`src/rtl/inst_fetch_buf.sv`:
```
// Instruction-fetch front end: fetch PC, DEPTH-entry (pc, inst) prefetch FIFO and a
// registered ID-stage output. The ROM keeps streaming while ID stalls; redirects keep the delay slot.
module inst_fetch_buf #(
    parameter int                 ADDR_W   = 32,
    parameter int                 DATA_W   = 32,
    parameter int                 DEPTH    = 4,
    parameter logic [ADDR_W-1:0]  RESET_PC = '0
) (
    input  logic                      clk,
    input  logic                      rst,
    output logic                      rom_ce_o,
    output logic [ADDR_W-1:0]         rom_addr_o,
    input  logic [DATA_W-1:0]         rom_data_i,
    input  logic                      stall_i,
    input  logic                      branch_flag_i,
    input  logic [ADDR_W-1:0]         branch_target_address_i,
    output logic [ADDR_W-1:0]         id_pc_o,
    output logic [DATA_W-1:0]         id_inst_o,
    output logic                      id_valid_o,
    output logic [$clog2(DEPTH):0]    count_o
);
    localparam int PW = $clog2(DEPTH);
    localparam int CW = PW + 1;

    logic [ADDR_W-1:0] fpc_q, fpc_d;
    logic              ce_q;
    logic [PW-1:0]     wr_ptr_q, wr_ptr_d, rd_ptr_q, rd_ptr_d;
    logic [CW-1:0]     count_q, count_d;
    logic [ADDR_W-1:0] id_pc_q, id_pc_d;
    logic [DATA_W-1:0] id_inst_q, id_inst_d;
    logic              id_valid_q, id_valid_d;

    logic [ADDR_W-1:0] mem_pc_q   [DEPTH];
    logic [DATA_W-1:0] mem_inst_q [DEPTH];

    logic empty, full, acc, br, rom_ce, bypass, pop, push;

    assign empty  = (count_q == '0);
    assign full   = (count_q == CW'(DEPTH));
    assign acc    = !stall_i;
    assign br     = branch_flag_i && acc;
    // A full FIFO can still take a fetch when ID drains one entry in the same cycle.
    assign rom_ce = ce_q && (!full || acc);
    assign bypass = acc && empty && rom_ce;
    assign pop    = acc && !empty;
    assign push   = rom_ce && !bypass;

    always_comb begin
        fpc_d      = fpc_q;
        wr_ptr_d   = wr_ptr_q;
        rd_ptr_d   = rd_ptr_q;
        count_d    = count_q;
        id_pc_d    = id_pc_q;
        id_inst_d  = id_inst_q;
        id_valid_d = id_valid_q;

        if (br) begin
            // Delay slot is the oldest instruction not yet issued; everything younger is dropped.
            if (!empty) begin
                id_pc_d    = mem_pc_q[rd_ptr_q];
                id_inst_d  = mem_inst_q[rd_ptr_q];
                id_valid_d = 1'b1;
            end else if (rom_ce) begin
                id_pc_d    = fpc_q;
                id_inst_d  = rom_data_i;
                id_valid_d = 1'b1;
            end else begin
                id_pc_d    = '0;
                id_inst_d  = '0;
                id_valid_d = 1'b0;
            end
            fpc_d    = branch_target_address_i;
            wr_ptr_d = '0;
            rd_ptr_d = '0;
            count_d  = '0;
        end else begin
            if (pop) begin
                id_pc_d    = mem_pc_q[rd_ptr_q];
                id_inst_d  = mem_inst_q[rd_ptr_q];
                id_valid_d = 1'b1;
            end else if (bypass) begin
                id_pc_d    = fpc_q;
                id_inst_d  = rom_data_i;
                id_valid_d = 1'b1;
            end else if (acc) begin
                id_pc_d    = '0;
                id_inst_d  = '0;
                id_valid_d = 1'b0;
            end
            if (rom_ce)
                fpc_d = fpc_q + ADDR_W'(4);
            if (push)
                wr_ptr_d = wr_ptr_q + PW'(1);
            if (pop)
                rd_ptr_d = rd_ptr_q + PW'(1);
            count_d = count_q + CW'(push) - CW'(pop);
        end
    end

    always_ff @(posedge clk) begin
        if (rst) begin
            fpc_q      <= RESET_PC;
            ce_q       <= 1'b0;
            wr_ptr_q   <= '0;
            rd_ptr_q   <= '0;
            count_q    <= '0;
            id_pc_q    <= '0;
            id_inst_q  <= '0;
            id_valid_q <= 1'b0;
        end else begin
            fpc_q      <= fpc_d;
            ce_q       <= 1'b1;
            wr_ptr_q   <= wr_ptr_d;
            rd_ptr_q   <= rd_ptr_d;
            count_q    <= count_d;
            id_pc_q    <= id_pc_d;
            id_inst_q  <= id_inst_d;
            id_valid_q <= id_valid_d;
        end
    end

    // Storage carries no reset; occupancy alone decides what is valid.
    always_ff @(posedge clk) begin
        if (push && !br) begin
            mem_pc_q[wr_ptr_q]   <= fpc_q;
            mem_inst_q[wr_ptr_q] <= rom_data_i;
        end
    end

    assign rom_ce_o   = rom_ce;
    assign rom_addr_o = fpc_q;
    assign id_pc_o    = id_pc_q;
    assign id_inst_o  = id_inst_q;
    assign id_valid_o = id_valid_q;
    assign count_o    = count_q;
endmodule
```
`config.mk`:
```
export PLATFORM = sky130hd
export DESIGN_NAME = inst_fetch_buf
export DESIGN_NICKNAME = d
export VERILOG_FILES = /design/src/rtl/inst_fetch_buf.sv
export SDC_FILE = /design/constraint.sdc
export NUM_CORES = 1
export LEC_CHECK = 0
export ABC_AREA = 1
export BUFFER_PORTS_ARGS = -buffer_cell sky130_fd_sc_hd__buf_2
export CORE_UTILIZATION = 40
export CTS_CLUSTER_DIAMETER = 150
export CTS_CLUSTER_SIZE = 30
export DETAILED_ROUTE_END_ITERATION = 10
export GPL_ROUTABILITY_DRIVEN = 0
export GPL_TIMING_DRIVEN = 0
export HOLD_SLACK_MARGIN = 0.08
export REMOVE_ABC_BUFFERS = 1
export SYNTH_ARGS = -nofsm -noshare
export SYNTH_HDL_FRONTEND = slang
export SYNTH_SLANG_ARGS = --single-unit
```
`constraint.sdc`:
```
create_clock -name clk -period 6.35 [get_ports clk]
set_clock_uncertainty 0.2 [all_clocks]
set_input_delay 0.3175 -clock clk [delete_from_list [all_inputs] [get_ports clk]]
set_output_delay 0.3175 -clock clk [all_outputs]
set_load 0.05 [all_outputs]
```
==> impl_metrics.tcl, run 1 <==
set metrics [dict create \
    synth_top_cell_by_area "edfxtp_1" \
    rows 69 \
    fp.dieW_um 194 \
    yosys_register_bits 363 \
    fp.coreArea_um2 35900 \
    hp-start "branch_target_address_i[13]" \
    slowest_stage "nor2_1" \
    cts_max_path_buffers 3 \
    yosysSeqAreaShare_pct 66.6 \
    fp.dieH_um 194 \
    hold_viol 0 \
    cp.required_ns 6.37 \
    portBuffers 168 \
    synth_fa_ha_area_share_pct 0.729 \
    period_needed_ns 5.27 \
    leakagePower_nw 6.48 \
    clkTransAtPathRegs_ns 0.12 \
    nets 1696 \
    whs_ns 0.112 \
    end_kind "flop" \
    clk_latency_ns 0.52 \
    slew_headroom_pct 13.2 \
    io_pins 169 \
    avgSynthCellArea_um2 10.2 \
    min_to "rom_addr_o[13]" \
    cts-root-buf "clkbuf_16" \
    cpPeakStageDelay_ns 1.02 \
    crit_fanout 67 \
    netlist_area_um2 14800 \
    vias 11000 \
    detail_route.wl_per_cell_um 18.6 \
    synth_top_family_by_area "simple AND/OR/NAND/NOR gates" \
    overflow 0 \
    synth_compound_area_share_pct 12.2 \
    grt_pass1_vias 10400 \
    status "finished clean" \
    routed_wl_mm 39.0 \
    synth_top_area_share_pct 52.1 \
    setup_violations 0 \
    ctsHoldBuffers 58 \
    rr_startpoint "count_o[1]" \
    start_util_pct 41.1 \
    yosysWarnings 0 \
    fill_cells 3332 \
    grtUsageTotal_pct 20.4 \
    worstPathCellList "buf_4 > inv_2 > nand2_1 > inv_2 > nor2_1 > nand2_1 > nor2_4 > buf_12" \
    cts_resized 0 \
    worst_pin_slew_ns 1.30 \
    antenna_found_initial 0 \
    grt_pass1_wl_mm 60.4 \
    cts_buffers 16 \
    synthMuxAreaShare_pct 0 \
    min_path_cells 5 \
    area_delta_synth_final_pct 17.1 \
    max_freq_ghz 0.190 \
    tns_ns 0 \
    cp-start-kind "input port" \
    synth.distinct_cells 35 \
    n_antenna_cell 0 \
    via_per_inst 5.28 \
    drive_gt1_share_pct 13.4 \
    ant_nets 0 \
    cts_setup_buffers 0 \
    r2r_slack_ns 2.68 \
    grt_start_max_net_pins 79 \
    htree_levels 1 \
    drt_iter0_markers 875 \
    finalMaxSlewViolations 0 \
    drv_cap 0 \
    first_pass_iters 5 \
    hold_class "in2reg" \
    syn_inst 1442 \
    cts.sinks 363 \
    ff2ff_path_depth 7 \
    rsz0062_at_grt "false" \
    crit_type "in2reg" \
    critical_path_arrival_ns 5.29 \
    reg2reg_to "mem_inst_q[0][29]" \
    synthTopCellsByArea "edfxtp_1 (52%), dfxtp_1 (15%), nand2_1 (7.4%), o21ai_0 (5.3%), nor2_1 (5.1%)" \
    cts_tree "yes" \
    vdd_drop_max_v 0.000278 \
    synth-simple-area-share_pct 15.2 \
    dpl.hpwl_mm 23.0 \
    powerDensity_nw_per_um2 342 \
    drc 0 \
    power_mw 5.90 \
    dieArea_um2 37700 \
    synth-xor-area-share_pct 0.712 \
    finalCritPeriodShare_pct 83.0 \
]
-- Yosys cell counts (all sizes together) --
| cell | instances |
|---|---|
| ha | 7 |
| edfxtp | 256 |
| o22ai | 64 |
| xor2 | 7 |
| a22oi | 1 |
| o21bai | 11 |
| o211ai | 1 |
| o221ai | 1 |
| xnor2 | 5 |
| nor2 | 202 |
| or2 | 1 |
| clkinv | 1 |
| a211oi | 2 |
| nand4 | 6 |
| and2 | 2 |
| and3 | 1 |
| a21oi | 53 |
| buf | 28 |
| clkbuf | 52 |
| o21ai | 159 |
| a31oi | 34 |
| inv | 88 |
| nand3 | 51 |
| fa | 1 |
| nand2 | 291 |
| nand3b | 7 |
| dfxtp | 107 |
| nor3 | 3 |
-- kinds of logic after synthesis --
kind of cell / Yosys count
adders and majority gates: 8
and+or+nand+nor: 564
DFF: 363
buffers and inverters: 169
xor gates and xnor gates: 12
AOI/OAI and AO/OA: 326
-- worst max-delay path: cells and delay by family --
kind,cells,cell delay [ns]
buf+inv,4,1.58
simple gates,4,3.29
-- how the worst max path moves through the flow --
stage / start / to / slack, ns / depth (start not counted)
floorplan: stall_i / mem_inst_q[0][0] / 1.10 / 6
global placement: stall_i / mem_inst_q[3][4] / -4.23 / 7
detailed placement: stall_i / mem_inst_q[0][6] / 0.45 / 8
CTS: stall_i / mem_pc_q[0][5] / 1.01 / 8
global route: stall_i / mem_pc_q[0][7] / 0.74 / 8
finish: stall_i / mem_inst_q[0][29] / 1.08 / 8
-- flip-flops by register name, summed over array words and instances, names as in the netlist, named ones only --
signal	cells
ce_q	1
id_valid_o	1
rom_addr_o	32
count_o	3
id_pc_o	32
mem_inst_q	128
mem_pc_q	128
wr_ptr_q	2
rd_ptr_q	2
id_inst_o	32
-- area by class of cell --
type / count / area, µm² / share of cell area, %
multi-input cells: 910 / 4290 / 24.8
inverters: 89 / 338 / 1.96
repair buffers: 240 / 1740 / 10.1
clock buffers: 27 / 463 / 2.68
well taps: 461 / 577 / 3.34
clock inverters: 1 / 30.0 / 0.174
flip-flops and latches: 363 / 9840 / 57.0
-- stage by stage --
step                std cells  utilization [%]  area, µm²  setup slack [ns]
floorplan                1362                -      14400              1.10
global placement         1991             44.1      15800             -4.23
detailed placement       2005             45.1      16200             0.451
CTS                      2091             48.1      17300              1.01
global route             2091             48.1      17300             0.740
finish                   2091             48.1      17300              1.08
-- report_power, final --
part	switching [mW]	leakage (nW)	internal, mW	total, mW
logic	1.21	3.02	0.460	1.67
clock network	0.734	0.233	0.519	1.25
registers	0.168	3.23	2.81	2.98
-- routing by layer --
layer / up-vias / track usage [%] / wire [µm]
met2: 363 / 34.0 / 18100
met5: - / 0 / 0
met1: 5329 / 29.2 / 18100
met3: 29 / 2.07 / 2260
met4: 0 / 3.38 / 524
li1: 5314 / - / -
-- cells in the final DEF (no fill, tap or decap), types with 6 or more instances in the layout --
cell           netlist  routed
nor2_1             201     197
inv_1               82      80
o22ai_1             64      64
edfxtp_1           256     256
dfxtp_1            107     105
xor2_1               7       7
a31oi_1             34      34
ha_1                 7       7
buf_12               0      10
a21oi_1             53      53
clkbuf_16            0      17
nand4_1              6       6
nand2_1            291     291
o21ai_0            157     157
clkbuf_1            52      10
dlygate4sd3_1        0      58
inv_2                6       7
nand3b_1             7       7
nand3_1             50      50
o21bai_1            11      11
buf_2               23     166
Power figures use the tool's default switching activity.
==> run 2: changes to the inputs <==
==> constraint.sdc (replaced) <==
create_clock -name clk -period 5.3 [get_ports clk]
set_clock_uncertainty 0.2 [all_clocks]
set_input_delay 0.265 -clock clk [delete_from_list [all_inputs] [get_ports clk]]
set_output_delay 0.265 -clock clk [all_outputs]
set_load 0.05 [all_outputs]
==> impl_metrics.tcl, run 2 (synthesized netlist as in run 1, its figures left out) <==
set metrics [dict create \
    r2r_slack_ns 1.64 \
    clk_latency_ns 0.53 \
    cts.sinks 363 \
    io_pins 169 \
    grt_pass1_wl_mm 60.4 \
    grtUsageTotal_pct 20.4 \
    slew_headroom_pct 22.6 \
    vdd_drop_max_v 0.000334 \
    rsz0062_at_grt "false" \
    sw_frac_of_total_pct 35.8 \
    final_cell_mix "nand2_1 (290), edfxtp_1 (256), nor2_1 (197), buf_2 (166), o21ai_0 (157)" \
    leakagePower_nw 6.50 \
    status "finished clean" \
    antenna_found_initial 0 \
    internal-power_mw 4.54 \
    dp_slack_ns -0.547 \
    pwr-share-comb_pct 28.4 \
    cp-start-kind "input port" \
    max_freq_ghz 0.213 \
    area_delta_synth_final_pct 17.5 \
    finalCritPeriodShare_pct 88.4 \
    dpl.hpwl_mm 23.0 \
    clkTransAtPathRegs_ns 0.12 \
    grt_start_max_net_pins 79 \
    n_antenna_cell 0 \
    whs_ns 0.163 \
    cts-root-buf "clkbuf_16" \
    p_clk_share_pct 21.2 \
    fp.coreArea_um2 35900 \
    min_to "id_pc_o[30]" \
    dpl_cell_area_um2 16200 \
    drive_gt1_share_pct 13.4 \
    end_kind "flop" \
    cts_tree "yes" \
    dp_cells 2005 \
    worst_slack_ns 0.615 \
    ant_nets 0 \
    seqPwrFrac_pct 50.4 \
    detail_route.wl_per_cell_um 18.7 \
    largest_registers "mem_inst_q x128, mem_pc_q x128" \
    cp.required_ns 5.32 \
    rr_startpoint "count_o[1]" \
    cts_setup_buffers 0 \
    final_common_cell "nand2_1" \
    ff2ff_path_depth 7 \
    worst_pin_slew_ns 1.16 \
    finalMaxSlewViolations 0 \
    drc 0 \
    critical_path_arrival_ns 4.70 \
    first_pass_iters 5 \
    overflow 0 \
    dieArea_um2 37700 \
    crit_fanout 67 \
    drt_iter0_markers 762 \
    routed_wl_mm 39.1 \
    cts_max_path_buffers 3 \
    hold_class "in2reg" \
    fp.dieW_um 194 \
    hp-start "rst" \
    setup_violations 0 \
    min_path_cells 2 \
    drv_cap 0 \
    grt_pass1_vias 10400 \
    hold_viol 0 \
    vias 11000 \
    fp.dieH_um 194 \
    finalCoreUtilization_pct 48.3 \
    finalInstanceArea_um2 17300 \
    p_sw_mw 2.53 \
    period_needed_ns 4.69 \
    start_util_pct 41.1 \
    powerDensity_nw_per_um2 408 \
    crit_type "in2reg" \
    cts_buffers 16 \
    reg2reg_to "mem_inst_q[0][29]" \
    htree_levels 1 \
    via_per_inst 5.25 \
    nets 1702 \
    finalNonFillerCells 2097 \
    portBuffers 168 \
    rows 69 \
]
-- run 2: changes by cell type in the layout (fill, tap and decap cells not counted) --
cell | before | now
dlygate4sd3_1 | 58 | 64
nand2_1 | 291 | 290
nand2_2 | 0 | 1
-- run 2: per-layer routing --
layer / wire length, µm / share of wire (%) / GRT usage, %
met5: 0 / 0 / 0
met4: 523 / 1.3 / 3.38
met3: 2300 / 5.9 / 2.09
met2: 18200 / 47 / 34.0
met1: 18100 / 46 / 29.2
-- run 2: worst max-delay path by stage --
stage,from,cells past startpoint,slack [ns],to
after floorplan,stall_i,6,0.10,mem_inst_q[0][0]
after CTS,stall_i,8,0.009,mem_pc_q[0][5]
after detailed placement,stall_i,8,-0.55,mem_inst_q[0][6]
after global routing,stall_i,8,0.31,mem_pc_q[0][7]
final,stall_i,8,0.61,mem_inst_q[0][29]
after global placement,stall_i,7,-5.23,mem_inst_q[3][4]
-- run 2: per-stage QoR --
stage / power, mW / TNS, ns
2_1_floorplan: 4.91 / 0
3_3_place_gp: 5.55 / -1568.61
3_5_place_dp: 5.62 / -100.57
4_1_cts: 7.15 / 0
5_1_grt: 7.41 / 0
6_report: 7.07 / 0
-- run 2: power groups by stage --
stage	clock [mW]	combinational [mW]	sequential, mW
after detailed placement	0	1.99	3.63
after CTS	1.55	2.03	3.57
after floorplan	0	0.795	4.11
after global placement	0	1.85	3.70
final	1.50	2.01	3.57
after global routing	1.62	2.19	3.61
-- run 2: layout make-up --
class,instances,area (µm²)
inverters,89,338
well taps,461,577
fillers,3323,18600
flip-flops and latches,363,9840
clock buffers,27,463
clock inverters,1,30.0
repair buffers,246,1800
multi-input cells,910,4290
-- run 2: timing repair --
item,4_1_cts,5_1_grt
gates resized for setup,0,1
setup endpoints to repair,0,194
hold buffers,64,0
endpoints found under the hold margin,192,0
-- run 2: worst max-delay path, cell delays in order --
cell and delay (ns):
buf_4 0.68, inv_2 0.14, nand2_2 0.58, inv_2 0.36
nor2_1 0.97, nand2_1 0.49, nor2_4 0.81, buf_12 0.30
==> run 3: changes to the inputs <==
--- a/config.mk
+++ b/config.mk
@@ -7,6 +7,7 @@
 export LEC_CHECK = 0
 export ABC_AREA = 1
 export BUFFER_PORTS_ARGS = -buffer_cell sky130_fd_sc_hd__buf_2
+export CORE_MARGIN = 2
 export CORE_UTILIZATION = 40
 export CTS_CLUSTER_DIAMETER = 150
 export CTS_CLUSTER_SIZE = 30
==> impl_metrics.tcl, run 3 (synthesized netlist as in run 1, its figures left out) <==
set metrics [dict create \
    leakagePower_nw 6.51 \
    fp.dieH_um 196 \
    hold_viol 0 \
    fp.coreArea_um2 36400 \
    grt_pass1_vias 10600 \
    rows 70 \
    detail_route.wl_per_cell_um 18.5 \
    drv_cap 0 \
    antenna_found_initial 0 \
    worst_pin_slew_ns 1.25 \
    hold_class "in2reg" \
    start_util_pct 40.5 \
    final_common_cell "nand2_1" \
    finalMaxSlewViolations 0 \
    powerDensity_nw_per_um2 407 \
    slew_headroom_pct 16.3 \
    cts.sinks 363 \
    end_kind "flop" \
    routed_wl_mm 39.0 \
    crit_fanout 67 \
    cts-root-buf "clkbuf_16" \
    n_antenna_cell 0 \
    cts_max_path_buffers 3 \
    cp-start-kind "input port" \
    drc 0 \
    cts_tree "yes" \
    dpl.hpwl_mm 23.3 \
    vdd_drop_max_v 0.000357 \
    grtUsageTotal_pct 20.1 \
    status "finished clean" \
    fill_cells 3368 \
    power_mw 7.06 \
    reg2reg_to "mem_pc_q[2][0]" \
    drive_gt1_share_pct 13.4 \
    cts_buffers 16 \
    crit_start "stall_i" \
    dieArea_um2 38400 \
    area_delta_synth_final_pct 17.7 \
    drt_iter0_markers 728 \
    largest_registers "mem_inst_q x128, mem_pc_q x128" \
    clkTransAtPathRegs_ns 0.12 \
    fp.dieW_um 196 \
    finalCritPeriodShare_pct 93.5 \
    htree_levels 1 \
    dp_slack_ns -0.706 \
    grt_pass1_wl_mm 60.0 \
    setup_violations 0 \
    first_pass_iters 5 \
    r2r_slack_ns 1.43 \
    portBuffers 168 \
    crit_type "in2reg" \
    vias 11000 \
    max_freq_ghz 0.202 \
    rsz0062_at_grt "false" \
    ant_nets 0 \
    period_needed_ns 4.95 \
    worstSetupEndpoint "mem_pc_q[2][0]" \
    final_cell_mix "nand2_1 (290), edfxtp_1 (256), nor2_1 (197), buf_2 (166), o21ai_0 (157)" \
    critical_path_arrival_ns 4.98 \
    grt_start_max_net_pins 73 \
    rr_startpoint "count_o[1]" \
    io_pins 169 \
    worst_slack_ns 0.347 \
    via_per_inst 5.25 \
    overflow 0 \
    clk_latency_ns 0.53 \
    nets 1702 \
    cp.required_ns 5.32 \
    ff2ff_path_depth 8 \
]
==> run 3: cell counts in the layout (fill, tap and decap cells not counted) <==
Identical to the previous run, type by type.
==> run 3: layout make-up <==
type / count / area [µm²] / share of cell area (%)
clock buffer: 27 / 463 / 2.67
multi-input combinational: 910 / 4290 / 24.7
clock inverter: 1 / 30.0 / 0.173
sequential: 363 / 9840 / 56.7
tap: 468 / 586 / 3.37
inverter: 89 / 338 / 1.95
timing repair buffer: 246 / 1810 / 10.4
==> run 3: metal layers <==
metal	up-vias	global-route usage (%)	share of wire (%)
met5	-	0	0
met4	0	3.59	1.6
met3	39	2.30	5.2
met2	321	34.1	47
met1	5345	28.1	47
li1	5333	-	-
==> run 3: worst min-delay path by stage <==
stage               cells after the start   startpoint           to
floorplan                               1          rst  id_pc_o[10]
global placement                        2  id_pc_o[31]  id_pc_o[31]
detailed placement                      2   id_pc_o[9]   id_pc_o[9]
CTS                                     2          rst  id_pc_o[25]
global route                            2          rst   id_pc_o[8]
finish                                  2          rst  id_pc_o[25]
==> run 3: where the power goes <==
| group | internal [mW] | switching (mW) | leakage, nW |
|---|---|---|---|
| Sequential | 3.36 | 0.205 | 3.23 |
| Clock | 0.621 | 0.879 | 0.233 |
| Combinational | 0.552 | 1.45 | 3.05 |
| Total | 4.54 | 2.53 | 6.51 |
==> run 3: stage by stage <==
| stage | util (%) | cells | setup TNS (ns) | hold slack [ns] | instance area [µm²] |
|---|---|---|---|---|---|
| finish | 47.6 | 2104 | 0 | 0.168 | 17400 |
| CTS | 47.6 | 2104 | 0 | 0.150 | 17400 |
| global placement | 43.5 | 1998 | -1602.98 | 0.243 | 15800 |
| floorplan | - | 1362 | 0 | 0.134 | 14400 |
| detailed placement | 44.5 | 2012 | -112.36 | 0.245 | 16200 |
| global route | 47.6 | 2104 | 0 | 0.181 | 17400 |
==> run 3: critical path, cell delays in order <==
cell and delay [ns]:
buf_4 0.68, inv_2 0.14, nand2_2 0.62, inv_2 0.39
nor2_1 1.05, nand2_1 0.52, nor2_4 0.70, buf_12 0.28
buf_12 0.23
==> run 3: timing repair <==
item                                   CTS  global route
setup buffers                            0             0
hold buffers                            64             0
endpoints found under the hold margin  192             0
resized for setup                        1             0
setup endpoints to repair               25             0
